<file path="config.mk">
export PLATFORM = sky130hd
export DESIGN_NAME = led_sequencer_flat
export DESIGN_NICKNAME = d
export VERILOG_FILES = /design/src/rtl/led_pkg.sv /design/src/rtl/led_sequencer_if.sv /design/src/rtl/button_debounce.sv /design/src/rtl/led_sequencer.sv /design/src/flat_wrapper.sv
export SDC_FILE = /design/constraint.sdc
export NUM_CORES = 1
export LEC_CHECK = 0
export BUFFER_PORTS_ARGS = -buffer_cell sky130_fd_sc_hd__buf_2
export CORE_ASPECT_RATIO = 1.25
export CORE_UTILIZATION = 33
export CTS_BUF_LIST = sky130_fd_sc_hd__clkbuf_16
export CTS_CLUSTER_SIZE = 28
export DETAILED_ROUTE_END_ITERATION = 10
export PLACE_DENSITY = 0.58
export SLEW_MARGIN = 20
export SYNTH_ARGS = -nofsm -noshare
export SYNTH_HDL_FRONTEND = slang
export SYNTH_SLANG_ARGS = --single-unit
</file>
<file path="constraint.sdc">
create_clock -name clk -period 3.46 [get_ports clk]
set_input_delay 0 -clock clk [delete_from_list [all_inputs] [get_ports clk]]
set_output_delay 0 -clock clk [all_outputs]
set_load 0.02 [all_outputs]
</file>
<file path="src/rtl/led_pkg.sv">
// ---------------------------------------------------------------------------
// led_pkg
//   Shared definitions for the LED pattern sequencer:
//     - LED bank width
//     - pattern mode encodings (COUNT, CHASE, BOUNCE, BLINK)
//     - bounce direction encoding
//     - initial pattern loaded when a mode is entered
//     - helpers for the mode advance order and the per-mode initial pattern
// ---------------------------------------------------------------------------
package led_pkg;

    localparam int LED_WIDTH = 8;

    typedef enum logic [1:0] {
        MODE_COUNT  = 2'd0,
        MODE_CHASE  = 2'd1,
        MODE_BOUNCE = 2'd2,
        MODE_BLINK  = 2'd3
    } mode_t;

    typedef enum logic {
        DIR_UP   = 1'b0,
        DIR_DOWN = 1'b1
    } dir_t;

    localparam logic [LED_WIDTH-1:0] INIT_COUNT  = 8'h00;
    localparam logic [LED_WIDTH-1:0] INIT_CHASE  = 8'h01;
    localparam logic [LED_WIDTH-1:0] INIT_BOUNCE = 8'h01;
    localparam logic [LED_WIDTH-1:0] INIT_BLINK  = 8'h00;

    // Button presses walk the modes in a fixed ring.
    function automatic mode_t next_mode(input mode_t m);
        mode_t n;
        case (m)
            MODE_COUNT:  n = MODE_CHASE;
            MODE_CHASE:  n = MODE_BOUNCE;
            MODE_BOUNCE: n = MODE_BLINK;
            MODE_BLINK:  n = MODE_COUNT;
            default:     n = MODE_COUNT;
        endcase
        return n;
    endfunction

    function automatic logic [LED_WIDTH-1:0] init_pattern(input mode_t m);
        logic [LED_WIDTH-1:0] p;
        case (m)
            MODE_COUNT:  p = INIT_COUNT;
            MODE_CHASE:  p = INIT_CHASE;
            MODE_BOUNCE: p = INIT_BOUNCE;
            MODE_BLINK:  p = INIT_BLINK;
            default:     p = INIT_COUNT;
        endcase
        return p;
    endfunction

endpackage

</file>
<file path="src/rtl/led_sequencer_if.sv">
// ---------------------------------------------------------------------------
// led_sequencer_if
//   Board-side signal bundle of the LED sequencer.
//     BUTTON      raw push-button, high = pressed (async to clk)
//     ENABLE      high = run; low = freeze prescaler and pattern
//     MODE        registered current mode (0 COUNT, 1 CHASE, 2 BOUNCE, 3 BLINK)
//     LED7..LED0  registered pattern bits 7..0
//     dbg_mode    live mode FSM state (one clock ahead of MODE)
//     dbg_dir     live bounce direction (0 up, 1 down)
//   There is no handshake on this bundle: inputs are level signals sampled
//   every clock, outputs are registered levels updated every clock.
//   modport slave  : the sequencer
//   modport master : whatever drives the button/enable and watches the LEDs
// ---------------------------------------------------------------------------
interface led_sequencer_if;
    logic       BUTTON;
    logic       ENABLE;
    logic [1:0] MODE;
    logic       LED7;
    logic       LED6;
    logic       LED5;
    logic       LED4;
    logic       LED3;
    logic       LED2;
    logic       LED1;
    logic       LED0;
    logic [1:0] dbg_mode;
    logic       dbg_dir;

    modport slave (
        input  BUTTON, ENABLE,
        output MODE, LED7, LED6, LED5, LED4, LED3, LED2, LED1, LED0,
        output dbg_mode, dbg_dir
    );

    modport master (
        output BUTTON, ENABLE,
        input  MODE, LED7, LED6, LED5, LED4, LED3, LED2, LED1, LED0,
        input  dbg_mode, dbg_dir
    );
endinterface

</file>
<file path="src/rtl/button_debounce.sv">
// ---------------------------------------------------------------------------
// button_debounce
//   Turns a raw, bouncing push-button into a single-clock press pulse.
//   Ports:
//     clk       clock, rising edge
//     NOTRESET  asynchronous active-low reset
//     BUTTON    raw button level, high = pressed, asynchronous to clk
//     PRESS     one-clock pulse on each accepted press (registered)
//   Parameter:
//     DEBOUNCE_BITS  the synced level must disagree with the accepted level
//                    for 2^DEBOUNCE_BITS consecutive clocks to be accepted
//   Latency from a clean BUTTON rise to PRESS is 2 + 2^DEBOUNCE_BITS clocks.
// ---------------------------------------------------------------------------
module button_debounce #(
    parameter int DEBOUNCE_BITS = 16
) (
    input  logic clk,
    input  logic NOTRESET,
    input  logic BUTTON,
    output logic PRESS
);

    localparam logic [DEBOUNCE_BITS-1:0] CNT_ONE = DEBOUNCE_BITS'(1);

    logic                     sync_a;
    logic                     sync_b;
    logic [DEBOUNCE_BITS-1:0] stable_cnt;
    logic                     level;

    // Two-flop synchroniser for the asynchronous button.
    always_ff @(posedge clk or negedge NOTRESET) begin
        if (!NOTRESET) begin
            sync_a <= 1'b0;
            sync_b <= 1'b0;
        end else begin
            sync_a <= BUTTON;
            sync_b <= sync_a;
        end
    end

    // The counter measures how long the synced level has disagreed with the
    // accepted level. Any agreement (a bounce back) restarts the count, so only
    // an unbroken run of 2^DEBOUNCE_BITS clocks flips the accepted level.
    // PRESS fires on the clock where a new high level is accepted; accepting a
    // release produces no pulse.
    always_ff @(posedge clk or negedge NOTRESET) begin
        if (!NOTRESET) begin
            stable_cnt <= '0;
            level      <= 1'b0;
            PRESS      <= 1'b0;
        end else begin
            PRESS <= 1'b0;
            if (sync_b == level) begin
                stable_cnt <= '0;
            end else if (stable_cnt == '1) begin
                level      <= sync_b;
                PRESS      <= sync_b;
                stable_cnt <= '0;
            end else begin
                stable_cnt <= stable_cnt + CNT_ONE;
            end
        end
    end

endmodule

</file>
<file path="src/rtl/led_sequencer.sv">
// ---------------------------------------------------------------------------
// led_sequencer
//   Drives the 8-LED bank from a selectable pattern sequencer. A prescaler
//   produces a slow step tick; a debounced button cycles the pattern mode
//   COUNT -> CHASE -> BOUNCE -> BLINK -> COUNT.
//   Ports:
//     clk       clock, all flops on its rising edge
//     NOTRESET  asynchronous active-low reset
//     bus       led_sequencer_if.slave: BUTTON, ENABLE in; MODE, LED7..LED0,
//               dbg_mode, dbg_dir out
//   Parameters:
//     PRESCALE_BITS  one step tick every 2^PRESCALE_BITS enabled clocks
//     DEBOUNCE_BITS  button debounce length, see button_debounce
//   MODE and LEDs are registered copies of the mode/pattern registers and so
//   trail them by one clock.
// ---------------------------------------------------------------------------
module led_sequencer
    import led_pkg::*;
#(
    parameter int PRESCALE_BITS = 18,
    parameter int DEBOUNCE_BITS = 16
) (
    input  logic            clk,
    input  logic            NOTRESET,
    led_sequencer_if.slave  bus
);

    localparam logic [PRESCALE_BITS-1:0] PRE_ONE = PRESCALE_BITS'(1);

    logic [PRESCALE_BITS-1:0] prescale;
    logic                     tick;
    logic                     press;

    mode_t                    mode;
    dir_t                     dir;
    logic [LED_WIDTH-1:0]     pattern;

    logic [LED_WIDTH-1:0]     led_q;
    logic [1:0]               mode_q;

    // ------------------------------------------------------------------
    // Button path
    // ------------------------------------------------------------------
    button_debounce #(
        .DEBOUNCE_BITS (DEBOUNCE_BITS)
    ) u_debounce (
        .clk      (clk),
        .NOTRESET (NOTRESET),
        .BUTTON   (bus.BUTTON),
        .PRESS    (press)
    );

    // ------------------------------------------------------------------
    // Prescaler: counts enabled clocks; the tick marks the enabled clock on
    // which the count wraps from all-ones to zero.
    // ------------------------------------------------------------------
    assign tick = bus.ENABLE && (prescale == '1);

    always_ff @(posedge clk or negedge NOTRESET) begin
        if (!NOTRESET) begin
            prescale <= '0;
        end else if (bus.ENABLE) begin
            prescale <= prescale + PRE_ONE;
        end
    end

    // ------------------------------------------------------------------
    // Mode FSM with pattern and bounce direction.
    // A press always wins over a tick in the same clock: the mode advances,
    // the new mode's initial pattern loads and the tick is dropped. Presses
    // are honoured even while ENABLE is low; ticks never occur then.
    // ------------------------------------------------------------------
    always_ff @(posedge clk or negedge NOTRESET) begin
        if (!NOTRESET) begin
            mode    <= MODE_COUNT;
            dir     <= DIR_UP;
            pattern <= INIT_COUNT;
        end else if (press) begin
            mode    <= next_mode(mode);
            pattern <= init_pattern(next_mode(mode));
            dir     <= DIR_UP;
        end else if (tick) begin
            case (mode)
                MODE_COUNT: begin
                    pattern <= pattern + 8'h01;
                end
                MODE_CHASE: begin
                    pattern <= {pattern[LED_WIDTH-2:0], pattern[LED_WIDTH-1]};
                end
                MODE_BOUNCE: begin
                    // Turn around on reaching an end so the end value is shown
                    // only once per sweep.
                    if (dir == DIR_UP) begin
                        if (pattern == 8'h80) begin
                            dir     <= DIR_DOWN;
                            pattern <= 8'h40;
                        end else begin
                            pattern <= pattern << 1;
                        end
                    end else begin
                        if (pattern == 8'h01) begin
                            dir     <= DIR_UP;
                            pattern <= 8'h02;
                        end else begin
                            pattern <= pattern >> 1;
                        end
                    end
                end
                MODE_BLINK: begin
                    pattern <= ~pattern;
                end
                default: begin
                    mode    <= MODE_COUNT;
                    dir     <= DIR_UP;
                    pattern <= INIT_COUNT;
                end
            endcase
        end
    end

    // ------------------------------------------------------------------
    // Output registers
    // ------------------------------------------------------------------
    always_ff @(posedge clk or negedge NOTRESET) begin
        if (!NOTRESET) begin
            led_q  <= '0;
            mode_q <= 2'd0;
        end else begin
            led_q  <= pattern;
            mode_q <= mode;
        end
    end

    assign bus.MODE     = mode_q;
    assign bus.LED7     = led_q[7];
    assign bus.LED6     = led_q[6];
    assign bus.LED5     = led_q[5];
    assign bus.LED4     = led_q[4];
    assign bus.LED3     = led_q[3];
    assign bus.LED2     = led_q[2];
    assign bus.LED1     = led_q[1];
    assign bus.LED0     = led_q[0];
    assign bus.dbg_mode = mode;
    assign bus.dbg_dir  = dir;

endmodule

</file>
<file path="src/flat_wrapper.sv">
// flat-port wrapper written by rule: the top's interface ports become plain ports
module led_sequencer_flat import led_pkg::*;
#(
    parameter int PRESCALE_BITS = 18,
    parameter int DEBOUNCE_BITS = 16
)
  (clk, NOTRESET, bus_BUTTON, bus_ENABLE, bus_MODE, bus_LED7, bus_LED6, bus_LED5, bus_LED4, bus_LED3, bus_LED2, bus_LED1, bus_LED0, bus_dbg_mode, bus_dbg_dir);
  led_sequencer_if bus_i ();
  input  logic clk;
  input  logic NOTRESET;
  input wire logic [$bits(bus_i.BUTTON)-1:0] bus_BUTTON;
  input wire logic [$bits(bus_i.ENABLE)-1:0] bus_ENABLE;
  output wire logic [$bits(bus_i.MODE)-1:0] bus_MODE;
  output wire logic [$bits(bus_i.LED7)-1:0] bus_LED7;
  output wire logic [$bits(bus_i.LED6)-1:0] bus_LED6;
  output wire logic [$bits(bus_i.LED5)-1:0] bus_LED5;
  output wire logic [$bits(bus_i.LED4)-1:0] bus_LED4;
  output wire logic [$bits(bus_i.LED3)-1:0] bus_LED3;
  output wire logic [$bits(bus_i.LED2)-1:0] bus_LED2;
  output wire logic [$bits(bus_i.LED1)-1:0] bus_LED1;
  output wire logic [$bits(bus_i.LED0)-1:0] bus_LED0;
  output wire logic [$bits(bus_i.dbg_mode)-1:0] bus_dbg_mode;
  output wire logic [$bits(bus_i.dbg_dir)-1:0] bus_dbg_dir;
  assign bus_i.BUTTON = bus_BUTTON;
  assign bus_i.ENABLE = bus_ENABLE;
  assign bus_MODE = bus_i.MODE;
  assign bus_LED7 = bus_i.LED7;
  assign bus_LED6 = bus_i.LED6;
  assign bus_LED5 = bus_i.LED5;
  assign bus_LED4 = bus_i.LED4;
  assign bus_LED3 = bus_i.LED3;
  assign bus_LED2 = bus_i.LED2;
  assign bus_LED1 = bus_i.LED1;
  assign bus_LED0 = bus_i.LED0;
  assign bus_dbg_mode = bus_i.dbg_mode;
  assign bus_dbg_dir = bus_i.dbg_dir;
  led_sequencer #(.PRESCALE_BITS(PRESCALE_BITS), .DEBOUNCE_BITS(DEBOUNCE_BITS)) u_core (.clk(clk), .NOTRESET(NOTRESET), .bus(bus_i));
endmodule
</file>
## Word level (Yosys, flattened, before mapping)

Cells that the tools add are included.
Widths: inputs -> output; s select.

- Bits in registers: 59
- Input port bits: 4
- Output and inout port bits: 13

- $add $sub $neg: 3
- Equality and inequality tests: 11
- Multiplexer cells: 19
- Bitwise operators: 2
- Reductions and logical operators: 9

Operators with widths:

| cell | count |
|---|---|
| $mux 16 | 2 |
| $mux 8 | 4 |
| $pmux 8 s4 | 1 |
| $add 18x1->18 const B | 1 |
| $eq 18x18->1 const B | 1 |
| $add 16x1->16 const B | 1 |
| $eq 16x16->1 const B | 1 |
| $pmux 8 s2 | 1 |
| $add 8x1->8 const B | 1 |
| $eq 2x2->1 const B | 4 |
| $eq 8x1->1 const B | 1 |
| $eq 8x8->1 const B | 1 |
| $mux 1 | 8 |
| $not 8->8 | 1 |
| $pmux 2 s4 | 1 |
| $mux 7 | 1 |
| $eq 2x1->1 const B | 2 |
| $logic_not 2->1 | 2 |
| $reduce_and 2->1 | 2 |
| $reduce_bool 2->1 | 2 |
| $reduce_or 2->1 | 2 |
| $mux 2 | 1 |
| $eq 1x1->1 | 1 |
| $logic_and 1x1->1 | 1 |
| $not 1->1 | 1 |

## Depth between registers and ports, before layout

Gate-level depths: netlist (run 1).

- Depth in word-level cells: 7
- Depth in mapped cells: 8
- Gate-level depth less buffers: 7

## By module

From an unflattened synthesis (run 1), not the netlist that was laid out.

- Cells, all modules: 295
- Area, all modules: 3,118.0 sq um

Modules (own cells, without submodules):

| module | instances | cells an instance | area an instance (sq um) |
|---|---|---|---|
| led_sequencer | 1 | 211 | 2,188.3 |
| button_debounce | 1 | 84 | 929.6 |

## Least setup slack after synthesis (run 1)

Ideal clock, no wire load.

- Kind: register to register
- From: register u_core.mode[0] (netlist: u_core.bus.dbg_mode[0])
- To: register u_core.pattern[2]
- Setup time: 0.124 ns
- Arrival time: 1.710 ns
- Path slack: 1.627 ns
- Stages on the path, launching flop included: 8
- Buffers on the path: 1
- Clock period less this slack: 1.833 ns
- Path through: dfrtp_1 inv_1 ha_1 buf_6 and2_1 a222oi_1 a211oi_1 o31a_1

- Longest elaborated chain between the ends: 4

Ends and longest elaborated chain:

| item | RTL line | text |
|---|---|---|
| start: declaration | led_sequencer.sv:34 | `mode_t mode;` |
| start signal: assignment | led_sequencer.sv:79 | `mode <= next_mode(mode);` |
| $eq 2x2->1 (tied with other cells) | led_sequencer.sv:83 | `case (mode)` |
| $pmux 8 s4 * | led_sequencer.sv:83 |  |
| $mux 8 * | led_sequencer.sv:82 | `end else if (tick) begin` |
| $mux 8 * | led_sequencer.sv:78 | `end else if (press) begin` |
| end signal: assignment | led_sequencer.sv:80 | `pattern <= init_pattern(next_mode(mode));` |
| end signal: assignment | led_sequencer.sv:85 | `pattern <= pattern + 8'h01;` |
| end signal: assignment | led_sequencer.sv:88 | `pattern <= {pattern[LED_WIDTH-2:0], pattern[LED_WIDTH-1]};` |
| end: declaration | led_sequencer.sv:36 | `logic [LED_WIDTH-1:0] pattern;` |

Every way passes the cells marked *; elsewhere a longest branch is shown, timed or not. The select of a mux whose other input is x is not followed.
A chain may end at the register's enable or synchronous reset.

## Worst setup path in the final report (run 1)

- From: register u_core.mode[1] (netlist: u_core.bus.dbg_mode[1])
- To: register u_core.pattern[5]

The elaborated chain is that of the path after synthesis.

==> reports/metrics.cfg, run 1 <==
[layout]
antenna_cells=0
final_cell_area_um2=3500
drive_above_1_share_pct=16.8
areaGrowthSynthToFinish_pct=16.4
nNetsFinal=317

[synthesis]
ys.flop_type=dfrtp_1
yosysWarnings=0
ys_ff_latch=59
synth_area_um2=3010
synth_cell_type_count=54
synth.top_cell.area_share_pct=49.1
netlist_top_cells_area=dfrtp_1 49%, xnor2_1 5.5%, xor2_1 4.1%
syn_area_per_cell_um2=10.6
netlist_instances=284
seq_area_frac_synth_pct=49.1
synth_edf_count=0
synthArstFlopShare_pct=100
synth_nets=297
synth.largest_area_cell=dfrtp_1

[cts]
clockRootBuffer=clkbuf_16
clock_sinks=59
insertion_delay_ns=0.33
clk_pin_slew_worst_paths_ns=0.06
cts_setup_buffers=0
cts_buffers=9
cts_tree=built
clk_path_buf_depth=2
h-tree-depth=3

[routing]
wl_mm=5.79
drc=0
postRouteAntennaNets=0
drt_iter0_drc=205
wl_per_cell_um=13.5
drt_pass1_iterations=4
viasPerCell=4.98
vias=2135

[global_routing]
grt.total_usage_pct=14.0
grt_max_degree=38
antenna_found_initial=0
grt_pass1_wl_mm=10.1
grt_pass1_vias=2138
grt_overflow=0

[worst_setup_path]
r2r_cells=7
worst_ep_arrival_time_ns=2.28
crit_fanout=16
critPathLaunchType=flop
r2r_slack_ns=1.39
path_class=flop to flop
r2r_end=u_core.pattern[5]
crit_required_ns=3.67
r2r-start=u_core.bus.dbg_mode[1]
end_kind=flop

[die]
ios=17
coreArea_um2=8750
fp.dieH_um=109
die_w_um=87.4
std_cell_rows=38
die-area_um2=9510
initial_core_util_pct=34.4

[place]
dp_hpwl_mm=3.84
place_area_um2=3150
port_buffers=16
pre_cts_slack_ns=1.42
routabilityCongestion=0.876

[sta]
finalHoldViolations=0
fin_setup_tns_ns=0
period_needed_ns=2.07
finalWorstSetupSlack_ns=1.39
tightest_slew_ns=0.648
fin_crit_sh_pct=59.8
whs_ns=0.172
max_slew_margin_pct=56.8
slew_violations=0
rsz0062_at_grt=false
setup_viol=0
max_freq_mhz=483
clock_skew_ns=0.00702

[outcome]
status=complete, no violations

[hold_path]
hold_path.class=input pin to async pin

[power_and_ir_drop]
p_leak_nw=1.56
power_frac_clock_pct=51.5
max-vdd-ir-drop_uv=247
p_seq_share_pct=43.2
p_comb_share_pct=5.3
power.total_w=0.00183
p_per_area_nw_per_um2=523
internal_power_w=0.00141
p_switching_w=0.000420
switching_share_pct=22.9

[run]
drv_cap=0

[what timing repair did]
item,CTS,global route
gates resized for setup,0,0
hold endpoints to repair,25,0
hold buffers,3,0
endpoints found under the setup margin,0,0
[cells by family after synthesis]
logic type | synth area share (%)
fa+ha+maj | 3.74
xor+xnor | 9.61
flops | 49.1
mux | 1.50
buf+inv | 4.99
simple gates | 18.9
compound gates | 12.2
[worst max path at each step]
stage                                      start           endpoint  slack [ns]  depth (start not counted)
after floorplan           u_core.bus.dbg_mode[0]  u_core.pattern[2]        1.63                          7
after global placement    u_core.bus.dbg_mode[0]  u_core.pattern[5]        1.49                          7
after detailed placement  u_core.bus.dbg_mode[1]  u_core.pattern[5]        1.42                          7
after CTS                 u_core.bus.dbg_mode[1]  u_core.pattern[5]        1.39                          7
after global routing      u_core.bus.dbg_mode[1]  u_core.pattern[5]        1.06                          7
final                     u_core.bus.dbg_mode[1]  u_core.pattern[5]        1.39                          7
[cell usage after synthesis (3+ instances only)]
master     n
a21oi_1    7
and3_1     6
and3_2     3
buf_2      3
clkbuf_8   3
dfrtp_1   59
ha_1       9
inv_1     15
mux2_2     4
nand2_1   21
nand2b_1   3
nand3_1   14
nand4_1   10
nor2_1    30
nor3_1     6
o21ai_0   11
xnor2_1   19
xor2_1    14
[cell usage in the layout (no fill, tap or decap), types with 2 or more instances in the layout]
master         instances
a2111oi_2              2
a211oi_1               2
a21oi_1                7
a221o_1                2
a222oi_1               2
a31o_2                 2
a31oi_1                2
and3_1                 6
and3_2                 3
and4_1                 2
buf_2                 16
bufinv_16              2
clkbuf_16              9
clkinv_4               2
dfrtp_1               59
dlygate4sd3_1          3
ha_1                   9
inv_1                 16
mux2_2                 4
nand2_1               21
nand2b_1               3
nand3_1               14
nand4_1               10
nor2_1                30
nor3_1                 6
o211ai_1               2
o21ai_0               11
o22ai_1                2
xnor2_1               19
xor2_1                14
[sequential cells by signal, summed over array words and instances (netlist names)]
| name | count |
|---|---|
| u_core.bus.MODE | 2 |
| u_core.u_debounce.sync_a | 1 |
| u_core.u_debounce.stable_cnt | 16 |
| u_core.bus.dbg_mode | 2 |
| u_core.u_debounce.level | 1 |
| u_core.led_q | 8 |
| u_core.u_debounce.sync_b | 1 |
| u_core.pattern | 8 |
| u_core.u_debounce.PRESS | 1 |
| u_core.bus.dbg_dir | 1 |
| u_core.prescale | 18 |
[power by group through the flow]
stage | logic (W) | clock network [W] | registers (W)
5_1_grt | 0.000115 | 0.000999 | 0.000799
3_3_place_gp | 0.0000961 | 0 | 0.000801
2_1_floorplan | 0.0000710 | 0 | 0.000794
3_5_place_dp | 0.0000973 | 0 | 0.000803
4_1_cts | 0.000100 | 0.000974 | 0.000791
6_report | 0.0000969 | 0.000944 | 0.000792
[through the flow]
stage	cells	utilization [%]
finish	429	40.0
global route	429	40.0
CTS	429	40.0
detailed placement	410	36.0
global placement	410	36.0
floorplan	284	-
[metal layers]
| layer | up-vias | track usage (%) | part of all wire [%] |
|---|---|---|---|
| met5 | - | 0 | 0 |
| met4 | 0 | 8.31 | 2.6 |
| met3 | 14 | 3.26 | 3.4 |
| met2 | 42 | 21.7 | 47 |
| met1 | 1036 | 17.8 | 47 |
| li1 | 1043 | - | - |
[final cells by class]
class	count	area [um2]
fillers	891	5250
clock buffers	9	225
multi-input cells	199	1380
well taps	120	150
clock inverters	7	93.8
flip-flops and latches	59	1480
inverters	15	56.3
repair buffers	20	118
[critical path, cell delays in order (launching register included)]
cell	delay [ns]
dfrtp_1	0.42
inv_1	0.11
ha_1	0.58
inv_1	0.22
nor4_1	0.33
a21oi_1	0.06
o21ai_0	0.17
nor2_1	0.06
Power figures use the tool's default switching activity.
==> run 2: changes to the inputs <==
==> constraint.sdc (replaced) <==
create_clock -name clk -period 2 [get_ports clk]
set_input_delay 0 -clock clk [delete_from_list [all_inputs] [get_ports clk]]
set_output_delay 0 -clock clk [all_outputs]
set_load 0.02 [all_outputs]
==> run 2 against run 1 <==
Compared with the run above: critical path depth decreased by 1; worst hold slack improved by 0.049 ns; register-to-register slack got worse by 1.2 ns; routed wire length increased by 2.7%; clock power increased by 98%; sequential power increased by 73%; core utilization increased by 1.3 points; clock-buffer cell count unchanged; total power increased by 87%; final area increased by 3.3%; largest cell class unchanged.
==> reports/metrics.cfg, run 2 (synthesis results as in run 1) <==
[global_routing]
grt.total_usage_pct=14.3  ; +0.28 points
globalRouteMet3Util_pct=3.79  ; +0.53 points
busiest_layer=met2
grt_max_degree=27  ; -29%
antenna_found_initial=0  ; unchanged
grt_pass1_wl_mm=10.5  ; +3.7%
grtUsageMet1_pct=17.6  ; -0.26 points
grt_overflow=0  ; unchanged
met2_usage_pct=23.2  ; +1.5 points
grt_pass1_vias=2267  ; +6.0%

[hold_path]
hold_path.class=input pin to async pin

[layout]
final_common_cell=dfrtp_1
areaGrowthSynthToFinish_pct=20.2
fillers=867  ; -2.7%
top_register=u_core.prescale
layout.area.seq_um2=1480  ; unchanged
multiInputGateArea_um2=1380  ; about the same
antenna_cells=0  ; unchanged
largest_reg_flops=18  ; unchanged
reg_top3=u_core.prescale (18), u_core.u_debounce.stable_cnt (16)
drive_above_1_share_pct=19.8  ; +3.0 points
nNetsFinal=326  ; +2.8%
final_cell_mix=59 x dfrtp_1, 30 x nor2_1, 21 x nand2_1

[routing]
vias=2208  ; +3.4%
wl_mm=5.95  ; +2.7%
drt_pass1_iterations=5  ; +1
drt_iter0_drc=138  ; -33%
wl_per_cell_um=13.6  ; +0.62%
drc=0  ; unchanged
postRouteAntennaNets=0  ; unchanged
viasPerCell=5.04  ; +1.3%

[sta]
whs_ns=0.221  ; +0.0489 ns
finalHoldViolations=0  ; unchanged
setup_viol=0  ; unchanged
max_freq_mhz=542  ; +12%
tightest_slew_ns=0.593  ; -0.0554 ns
slew_violations=0  ; unchanged
fin_setup_tns_ns=0  ; unchanged
fin_crit_sh_pct=92.2  ; +32 points
period_needed_ns=1.84  ; -0.226 ns
rsz0062_at_grt=false
max_slew_margin_pct=60.5  ; +3.7 points
clock_skew_ns=0.00684  ; -0.000179 ns

[cts]
clock_sinks=59  ; unchanged
h-tree-depth=3  ; unchanged
clockRootBuffer=clkbuf_16
clk_pin_slew_worst_paths_ns=0.05  ; about the same
insertion_delay_ns=0.32  ; about the same
cts_tree=built
cts_setup_buffers=0  ; unchanged
cts_buffers=9  ; unchanged
clk_path_buf_depth=2  ; unchanged

[worst_setup_path]
critPathMaxStageDelay_ns=0.41  ; -0.17 ns
r2r_end=u_core.pattern[3]
crit_fanout=10  ; -6
worst_ep_arrival_time_ns=2.03  ; -0.25 ns
path_class=flop to flop
r2r_slack_ns=0.16  ; -1.23 ns
cp_cell_sequence=ha_1 -> nand4_2 -> nor3_4 -> nand3_2 -> a2111oi_4 -> a2111oi_2
path_delay_family=simple AND/OR/NAND/NOR gates
critPathLaunchType=flop
crit_cells=6  ; -1
cpMaxStageDelayCell=a2111oi_4
cp_num_buf_inv=0  ; -2
cp-startpoint=u_core.prescale[0]
end_kind=flop
r2r_cells=6  ; -1
crit_required_ns=2.18  ; -1.49 ns
crit_path_end=u_core.pattern[3]
r2r-start=u_core.prescale[0]

[run]
drv_cap=0  ; unchanged

[power_and_ir_drop]
p_comb_share_pct=5.1  ; -0.2 points
p_seq_share_pct=40.1  ; -3.1 points
internal_power_w=0.00270  ; +91%
p_per_area_nw_per_um2=945  ; +81%
p_switching_w=0.000721  ; +72%
power.total_w=0.00342  ; +87%
max-vdd-ir-drop_uv=498  ; +100%
p_leak_nw=1.62  ; +3.9%
power_frac_clock_pct=54.8  ; +3.3 points
switching_share_pct=21.1  ; -1.8 points

[place]
port_buffers=16  ; unchanged
dp_hpwl_mm=4.10  ; +6.7%
routabilityCongestion=0.885  ; +1.0%

[outcome]
status=complete, no violations

[die]
fp.dieH_um=109  ; unchanged
coreArea_um2=8750  ; unchanged
ios=17  ; unchanged
std_cell_rows=38  ; unchanged
die_w_um=87.4  ; unchanged
die-area_um2=9510  ; unchanged
initial_core_util_pct=34.4  ; unchanged

==> run 2: through the flow <==
step	setup WS (ns)	utilization, %	std cells	area [um2]
after global placement	0.201	36.8	419	3220
final	0.157	41.3	438	3620
after floorplan	0.167	-	284	3010
after global routing	0.00319	41.3	438	3620
after CTS	0.121	41.3	438	3620
after detailed placement	0.130	36.8	419	3220
==> run 2: metal layers <==
layer / part of all wire (%) / vias to the layer above
met5: 0 / -
met4: 1.8 / 0
met3: 3.9 / 10
met2: 49 / 49
met1: 45 / 1089
li1: - / 1060
==> run 2: power groups by stage <==
stage                     registers, W  logic [W]  clock network, W
after floorplan                0.00137   0.000123                 0
after detailed placement       0.00139   0.000175                 0
after CTS                      0.00137   0.000180           0.00192
after global placement         0.00138   0.000169                 0
after global routing           0.00138   0.000206           0.00197
final                          0.00137   0.000173           0.00187
==> run 2: worst min-delay path by stage <==
stage | slack (ns) | to | cells past startpoint | startpoint
finish | 0.22 | u_core.bus.dbg_dir | 2 | NOTRESET
global route | 0.28 | u_core.bus.dbg_dir | 2 | NOTRESET
CTS | 0.24 | u_core.bus.dbg_dir | 2 | NOTRESET
detailed placement | 0.04 | u_core.bus.dbg_dir | 1 | NOTRESET
global placement | 0.03 | u_core.bus.dbg_dir | 1 | NOTRESET
floorplan | -0.30 | u_core.bus.MODE[0] | 0 | NOTRESET
==> run 2: timing repair <==
item	CTS	global route
setup endpoints to repair	0	2
hold buffers	3	0
endpoints found under the hold margin	27	0
gates resized for setup	0	1
==> run 2: cell type report <==
class	instances	area share, %
Clock inverter	7	3.87
Inverter	15	1.56
Multi-Input combinational cell	199	38.3
Timing Repair Buffer	29	5.12
Clock buffer	9	6.23
Sequential cell	59	40.8
Tap cell	120	4.15
